File: config.mk
export PLATFORM = sky130hd
export DESIGN_NAME = uart_tx_periph
export DESIGN_NICKNAME = d
export VERILOG_FILES = /design/src/rtl/fe_pkg.sv /design/src/rtl/uart_tx_periph_fifo.sv /design/src/rtl/uart_tx_periph.sv
export SDC_FILE = /design/constraint.sdc
export NUM_CORES = 1
export LEC_CHECK = 0
export BUFFER_PORTS_ARGS = -buffer_cell sky130_fd_sc_hd__clkbuf_2
export CAP_MARGIN = 20
export CORE_ASPECT_RATIO = 1.75
export CORE_MARGIN = 4
export CORE_UTILIZATION = 41
export DETAILED_ROUTE_END_ITERATION = 12
export HOLD_SLACK_MARGIN = 0.06
export PLACE_DENSITY = 0.66
export SLEW_MARGIN = 20
export SYNTH_ARGS = -nofsm -noshare
export SYNTH_HDL_FRONTEND = slang
export SYNTH_SLANG_ARGS = --single-unit
export TNS_END_PERCENT = 100
File: constraint.sdc
create_clock -name clk -period 2.8 [get_ports clk]
set_clock_uncertainty 0.05 [all_clocks]
set_input_delay 0.42 -clock clk [delete_from_list [all_inputs] [get_ports clk]]
set_output_delay 0.42 -clock clk [all_outputs]
set_load 0.02 [all_outputs]
File: src/rtl/fe_pkg.sv
// -----------------------------------------------------------------------------
// fe_pkg
// Shared types and constants for the memory-mapped UART transmitter.
//   uart_state_t : transmitter FSM states
//   UART_ST_*    : bit positions inside the 32-bit status word
//   pack_status  : assembles the status word read back over the bus
// -----------------------------------------------------------------------------
package fe_pkg;

    typedef enum logic [1:0] {
        IDLE  = 2'd0,
        START = 2'd1,
        DATA  = 2'd2,
        STOP  = 2'd3
    } uart_state_t;

    localparam int UART_ST_BUSY    = 0;
    localparam int UART_ST_FULL    = 1;
    localparam int UART_ST_EMPTY   = 2;
    localparam int UART_ST_OVF     = 3;
    localparam int UART_ST_CNT_LSB = 4;

    // Status word: flags in [3:0], queue occupancy in [7:4], rest zero.
    function automatic logic [31:0] pack_status(
        input logic       busy,
        input logic       full,
        input logic       empty,
        input logic       ovf,
        input logic [3:0] count
    );
        logic [31:0] w;
        w                                       = 32'h0000_0000;
        w[UART_ST_BUSY]                         = busy;
        w[UART_ST_FULL]                         = full;
        w[UART_ST_EMPTY]                        = empty;
        w[UART_ST_OVF]                          = ovf;
        w[UART_ST_CNT_LSB +: 4]                 = count;
        return w;
    endfunction

endpackage

File: src/rtl/uart_tx_periph_fifo.sv
// -----------------------------------------------------------------------------
// uart_tx_fifo
// Synchronous FIFO holding bytes waiting to be serialised.
//   clk, rst      : clock, synchronous active-high reset (flushes the queue)
//   push_i, din_i : enqueue din_i; accepted when not full, or when full with a
//                   simultaneous pop
//   pop_i, dout_o : dequeue; dout_o always shows the head entry
//   full_o, empty_o, count_o : occupancy
// -----------------------------------------------------------------------------
module uart_tx_fifo #(
    parameter int WIDTH = 8,
    parameter int DEPTH = 4
) (
    input  logic                       clk,
    input  logic                       rst,
    input  logic                       push_i,
    input  logic                       pop_i,
    input  logic [WIDTH-1:0]           din_i,
    output logic [WIDTH-1:0]           dout_o,
    output logic                       full_o,
    output logic                       empty_o,
    output logic [$clog2(DEPTH):0]     count_o
);

    localparam int PTR_W = $clog2(DEPTH);
    localparam int CNT_W = PTR_W + 1;
    localparam logic [PTR_W-1:0] PTR_ONE  = PTR_W'(1);
    localparam logic [CNT_W-1:0] CNT_ONE  = CNT_W'(1);
    localparam logic [CNT_W-1:0] CNT_ZERO = CNT_W'(0);
    localparam logic [CNT_W-1:0] CNT_FULL = CNT_W'(DEPTH);

    logic [WIDTH-1:0] mem_q [DEPTH];
    logic [PTR_W-1:0] wr_ptr_q, wr_ptr_d;
    logic [PTR_W-1:0] rd_ptr_q, rd_ptr_d;
    logic [CNT_W-1:0] count_q, count_d;
    logic             do_push_s;
    logic             do_pop_s;

    assign full_o    = (count_q == CNT_FULL);
    assign empty_o   = (count_q == CNT_ZERO);
    assign count_o   = count_q;
    assign dout_o    = mem_q[rd_ptr_q];
    assign do_pop_s  = pop_i & ~empty_o;
    // When full, the slot being vacated by the pop is the one written.
    assign do_push_s = push_i & (~full_o | do_pop_s);

    // Next-state for pointers and occupancy; pointers wrap naturally (power-of-2 depth).
    always_comb begin
        wr_ptr_d = wr_ptr_q;
        rd_ptr_d = rd_ptr_q;
        count_d  = count_q;
        if (do_push_s) begin
            wr_ptr_d = wr_ptr_q + PTR_ONE;
        end else begin
            wr_ptr_d = wr_ptr_q;
        end
        if (do_pop_s) begin
            rd_ptr_d = rd_ptr_q + PTR_ONE;
        end else begin
            rd_ptr_d = rd_ptr_q;
        end
        case ({do_push_s, do_pop_s})
            2'b10:   count_d = count_q + CNT_ONE;
            2'b01:   count_d = count_q - CNT_ONE;
            default: count_d = count_q;
        endcase
    end

    // Pointer and occupancy registers.
    always_ff @(posedge clk) begin
        if (rst) begin
            wr_ptr_q <= PTR_W'(0);
            rd_ptr_q <= PTR_W'(0);
            count_q  <= CNT_ZERO;
        end else begin
            wr_ptr_q <= wr_ptr_d;
            rd_ptr_q <= rd_ptr_d;
            count_q  <= count_d;
        end
    end

    // Storage array; contents are don't-care while the queue is empty.
    always_ff @(posedge clk) begin
        if (do_push_s) begin
            mem_q[wr_ptr_q] <= din_i;
        end
    end

endmodule

File: src/rtl/uart_tx_periph.sv
// -----------------------------------------------------------------------------
// uart_tx_periph
// Memory-mapped 8N1 UART transmitter (LSB first) with a small TX queue.
//   clk         : system clock
//   rst         : synchronous active-high reset
//   bus_wrdata  : store data, byte in [7:0]
//   uart_wren   : write select; one byte is queued per rising edge
//   uart_rddata : status {24'b0, count[3:0], ovf, empty, full, busy}
//   uart_tx     : registered serial line, idle high
// -----------------------------------------------------------------------------
module uart_tx_periph
    import fe_pkg::*;
#(
    parameter int CLK_FREQ_HZ = 50_000_000,
    parameter int BAUD_RATE   = 115_200,
    parameter int FIFO_DEPTH  = 4
) (
    input  logic        clk,
    input  logic        rst,
    input  logic [31:0] bus_wrdata,
    input  logic        uart_wren,
    output logic [31:0] uart_rddata,
    output logic        uart_tx
);

    localparam int CLKS_PER_BIT = CLK_FREQ_HZ / BAUD_RATE;
    localparam int BAUD_W       = $clog2(CLKS_PER_BIT);
    localparam int FCNT_W       = $clog2(FIFO_DEPTH) + 1;
    localparam logic [BAUD_W-1:0] BAUD_LAST = BAUD_W'(CLKS_PER_BIT - 1);
    localparam logic [BAUD_W-1:0] BAUD_ZERO = BAUD_W'(0);
    localparam logic [BAUD_W-1:0] BAUD_ONE  = BAUD_W'(1);

    uart_state_t       state_q, state_d;
    logic [BAUD_W-1:0] baud_q, baud_d;
    logic [2:0]        bit_q, bit_d;
    logic [7:0]        shift_q, shift_d;
    logic              tx_q, tx_d;
    logic              ovf_q, ovf_d;
    logic              wren_q;

    logic              push_s;
    logic              pop_s;
    logic              baud_end_s;
    logic [7:0]        fifo_dout_s;
    logic              fifo_full_s;
    logic              fifo_empty_s;
    logic [FCNT_W-1:0] fifo_count_s;
    logic              unused_wrdata_s;

    // A held strobe from the slow bus must queue only one byte.
    assign push_s          = uart_wren & ~wren_q;
    assign baud_end_s      = (baud_q == BAUD_LAST);
    assign unused_wrdata_s = ^bus_wrdata[31:8];

    uart_tx_fifo #(
        .WIDTH (8),
        .DEPTH (FIFO_DEPTH)
    ) u_fifo (
        .clk     (clk),
        .rst     (rst),
        .push_i  (push_s),
        .pop_i   (pop_s),
        .din_i   (bus_wrdata[7:0]),
        .dout_o  (fifo_dout_s),
        .full_o  (fifo_full_s),
        .empty_o (fifo_empty_s),
        .count_o (fifo_count_s)
    );

    // Frame sequencer: next state, baud/bit counters, shifter and line level.
    always_comb begin
        state_d = state_q;
        baud_d  = baud_q;
        bit_d   = bit_q;
        shift_d = shift_q;
        tx_d    = tx_q;
        pop_s   = 1'b0;
        case (state_q)
            IDLE: begin
                tx_d   = 1'b1;
                baud_d = BAUD_ZERO;
                bit_d  = 3'd0;
                if (!fifo_empty_s) begin
                    pop_s   = 1'b1;
                    shift_d = fifo_dout_s;
                    tx_d    = 1'b0;
                    state_d = START;
                end else begin
                    state_d = IDLE;
                end
            end
            START: begin
                if (baud_end_s) begin
                    baud_d  = BAUD_ZERO;
                    bit_d   = 3'd0;
                    tx_d    = shift_q[0];
                    state_d = DATA;
                end else begin
                    baud_d  = baud_q + BAUD_ONE;
                end
            end
            DATA: begin
                if (baud_end_s) begin
                    baud_d = BAUD_ZERO;
                    if (bit_q == 3'd7) begin
                        tx_d    = 1'b1;
                        state_d = STOP;
                    end else begin
                        bit_d   = bit_q + 3'd1;
                        shift_d = {1'b0, shift_q[7:1]};
                        tx_d    = shift_q[1];
                    end
                end else begin
                    baud_d = baud_q + BAUD_ONE;
                end
            end
            STOP: begin
                if (baud_end_s) begin
                    baud_d = BAUD_ZERO;
                    // Chain straight into the next start bit when data is waiting.
                    if (!fifo_empty_s) begin
                        pop_s   = 1'b1;
                        shift_d = fifo_dout_s;
                        tx_d    = 1'b0;
                        state_d = START;
                    end else begin
                        tx_d    = 1'b1;
                        state_d = IDLE;
                    end
                end else begin
                    baud_d = baud_q + BAUD_ONE;
                end
            end
            default: begin
                tx_d    = 1'b1;
                baud_d  = BAUD_ZERO;
                bit_d   = 3'd0;
                state_d = IDLE;
            end
        endcase
    end

    // Sticky overflow: a push that finds the queue full with no pop loses its byte.
    always_comb begin
        if (push_s && fifo_full_s && !pop_s) begin
            ovf_d = 1'b1;
        end else begin
            ovf_d = ovf_q;
        end
    end

    // Sequencer, line and strobe-history registers.
    always_ff @(posedge clk) begin
        if (rst) begin
            state_q <= IDLE;
            baud_q  <= BAUD_ZERO;
            bit_q   <= 3'd0;
            shift_q <= 8'h00;
            tx_q    <= 1'b1;
            ovf_q   <= 1'b0;
            wren_q  <= 1'b0;
        end else begin
            state_q <= state_d;
            baud_q  <= baud_d;
            bit_q   <= bit_d;
            shift_q <= shift_d;
            tx_q    <= tx_d;
            ovf_q   <= ovf_d;
            wren_q  <= uart_wren;
        end
    end

    assign uart_tx     = tx_q;
    assign uart_rddata = pack_status(state_q != IDLE, fifo_full_s, fifo_empty_s,
                                     ovf_q, 4'(fifo_count_s));

endmodule

==> results by group <==
Final layout
  • Final Net Count: 335
  • Share of layout cells above drive strength 1: 23.1%
  • Antenna diodes: 0
  • Post-Layout Cell Count: 378
  • Synth-to-layout area growth: 14.0%

Clocking
  • CTS tree: built
  • Post-cts hold buffer count: 0
  • TritonCTS Buffers: 9
  • Max clock buf depth: 2
  • Root Buffer: clkbuf_16
  • CTS sink count: 66
  • H-tree depth: 3
  • Reg clk slew, reported paths: 0.06 ns
  • Clock latency on the worst-skew pair: 0.34 ns

Placed design
  • GPL Wtd Cong: 0.708
  • Post-Place Cells: 360
  • Post-DP HPWL: 3860 um
  • Port bufs: 18

Synth
  • Sequential element share of the synthesized area: 50.9%
  • Mean Syn Cell Area: 12.4 um^2
  • Number of synthesized register bits: 66
  • Mux cell area share after synthesis: 9.07%
  • Post-synthesis adder-cell area fraction: 6.05%
  • Post-synth EDFFs: 32
  • Compound-gate portion of the synthesized area: 10.0%
  • Yosys warnings: 0
  • Largest family of logic cells by synthesized area: simple AND/OR/NAND/NOR gates
  • Post-synth top flop: dfxtp_1
  • XOR/XNOR share of the synthesized area: 2.44%
  • Area of the mapped netlist: 3230 um^2
  • Post-synth cell types: 54
  • Post-synth ARST share: 0%
  • Synth Area in Simple Gates: 11.8%
  • Gate Count Post-Synth: 261

Worst setup path
  • Required time of the critical path: 3.01 ns
  • Setup crit end kind: flip-flop
  • CP max FO: 4
  • WS Path Type: reg -> reg
  • CP startpoint kind: flip-flop
  • Crit path DAT: 2.88 ns

Drt
  • Vias/cell: 5.07
  • DR WL/cell: 14.7 um
  • Router iterations before antenna repair: 4
  • Antenna viol nets, final: 0
  • DRC viols: 0
  • Routed Wire Length: 5560 um
  • Routed vias: 1915
  • Number of DRC markers in iteration 0: 55

GRT
  • Largest net degree at the start of global routing: 27
  • Overall routing resource usage: 13.2%
  • Grt total ovfl: 0
  • First-pass GRT wire length: 9150 um
  • Vias in the first global route: 1962
  • Initial antenna violation count: 0

Die
  • I/O Pins: 68
  • Floorplan row count: 42
  • Initial Util: 42.3%
  • Core area: 7620 um^2
  • Die X: 75.1 um
  • Die H: 125 um
  • Die ar.: 9410 um^2

Power and ir drop
  • VDD IR max: 0.571 mV
  • Final Power: 3.76 mW
  • Leakage Power: 1.42 nW
  • Pwr/cell area: 1020 nW/um^2

STA
  • Final setup viols: 0
  • Slew Viols, Final: 0
  • Slew at the pin closest to its max-slew limit: 0.639 ns
  • Post-layout min period: 2.66 ns
  • Slew headroom: 57.4%
  • Max Clock Freq: 0.376 GHz
  • Fin crit share: 95.1%
  • Hold Violations, Final: 0
  • Final TNS setup: 0 ns

Job
  • Max Cap Viol: 0

Min path
  • Type of the most critical hold path: in -> reg

Status
  • Status: completed
[critical path, cell delays in order (launching register included)]
cell and delay (ns):
dfxtp_2 0.36, inv_1 0.10, ha_4 0.26, nand2b_4 0.14
nor4_4 0.30, or2_1 0.16, inv_1 0.05, ha_1 0.21
fa_1 0.38, xnor2_1 0.14, or3_1 0.30, a21oi_1 0.14
[layer usage]
metal  vias to the layer above  track usage [%]  wire length (um)
met5                         -                0                 0
met2                        37             21.8              3070
met4                         0             7.86               144
li1                        951                -                 -
met1                       916             13.6              2100
met3                        11             5.06               243
[worst paths after layout]
check / cells past startpoint / slack (ns) / endpoint / start
worst max-delay path: 11 / 0.14 / u_fifo.count_o[2] / state_q[0]
worst min-delay path: 1 / 0.25 / u_fifo.mem_q[2][7] / bus_wrdata[7]
worst max register to register: 11 / 0.14 / u_fifo.count_o[2] / state_q[0]
worst min register to register: 2 / 0.40 / ovf_q / ovf_q
[logic make-up (layout without fill, tap and decap cells)]
logic type,after synthesis,after routing
flops,66,66
simple gates,55,55
buf+inv,51,56
compound gates,45,45
mux,19,19
fa+ha+maj,15,15
xor+xnor,9,9
other cells,1,25
[Yosys cell counts, drive strengths merged, types with 4 or more instances]
master / instances / area share, %
a311oi: 7 / 1.9
and2: 4 / 0.78
nor2: 15 / 1.7
xor2: 7 / 1.9
inv: 12 / 1.4
o21ai: 5 / 0.78
mux2i: 9 / 2.8
buf: 33 / 7.5
clkbuf: 6 / 0.70
ha: 14 / 5.4
edfxtp: 32 / 30
mux4: 8 / 5.6
a21oi: 17 / 2.6
or3: 4 / 0.78
dfxtp: 34 / 21
nand2b: 6 / 1.2
nand3: 4 / 0.62
[state kept, by name, summed over array words and instances, names as in the netlist, named ones only]
name,count
u_fifo.count_o,3
uart_tx,1
ovf_q,1
baud_q,9
u_fifo.mem_q,32
state_q,2
u_fifo.rd_ptr_q,2
u_fifo.wr_ptr_q,2
bit_q,3
wren_q,1
shift_q,8
[layout by cell type, fill, tap and decap left out, drive strengths merged, types with 4 or more instances in the layout]
| master | count |
|---|---|
| dfxtp | 34 |
| edfxtp | 32 |
| clkbuf | 28 |
| conb | 25 |
| a21oi | 17 |
| nor2 | 15 |
| ha | 14 |
| inv | 13 |
| buf | 10 |
| mux2i | 9 |
| mux4 | 8 |
| a311oi | 7 |
| xor2 | 7 |
| nand2b | 6 |
| o21ai | 5 |
| and2 | 4 |
| nand3 | 4 |
| or3 | 4 |
[layout make-up]
cell class	instances	area, um^2
Sequential cell	66	1640
Tap cell	88	110
Clock inverter	6	90.1
Timing Repair Buffer	28	165
Clock buffer	10	229
Multi-Input combinational cell	168	1390
Fill cell	668	3940
Inverter	12	45.0
[repair_timing]
action,CTS,global route
resized for setup,0,5
buffers inserted,0,2
endpoints found under the setup margin,0,1
endpoints found under the hold margin,0,0
[where the power goes]
part	total [mW]	internal (mW)	switching [mW]
combinational	1.28	0.582	0.703
sequential	1.28	1.16	0.129
clock	1.19	0.781	0.410
total	3.76	2.52	1.24
[metrics by stage]
| stage | cell area [um^2] | hold WS [ns] | worst slack (ns) | util [%] |
|---|---|---|---|---|
| global placement | 3310 | 0.385 | 0.153 | 43.5 |
| floorplan | 3320 | 0.376 | 0.203 | - |
| global route | 3680 | 0.246 | -0.00858 | 48.3 |
| detailed placement | 3310 | 0.393 | 0.116 | 43.5 |
| finish | 3680 | 0.252 | 0.138 | 48.3 |
| CTS | 3630 | 0.242 | 0.0962 | 47.7 |
Power figures use the tool's default switching activity.
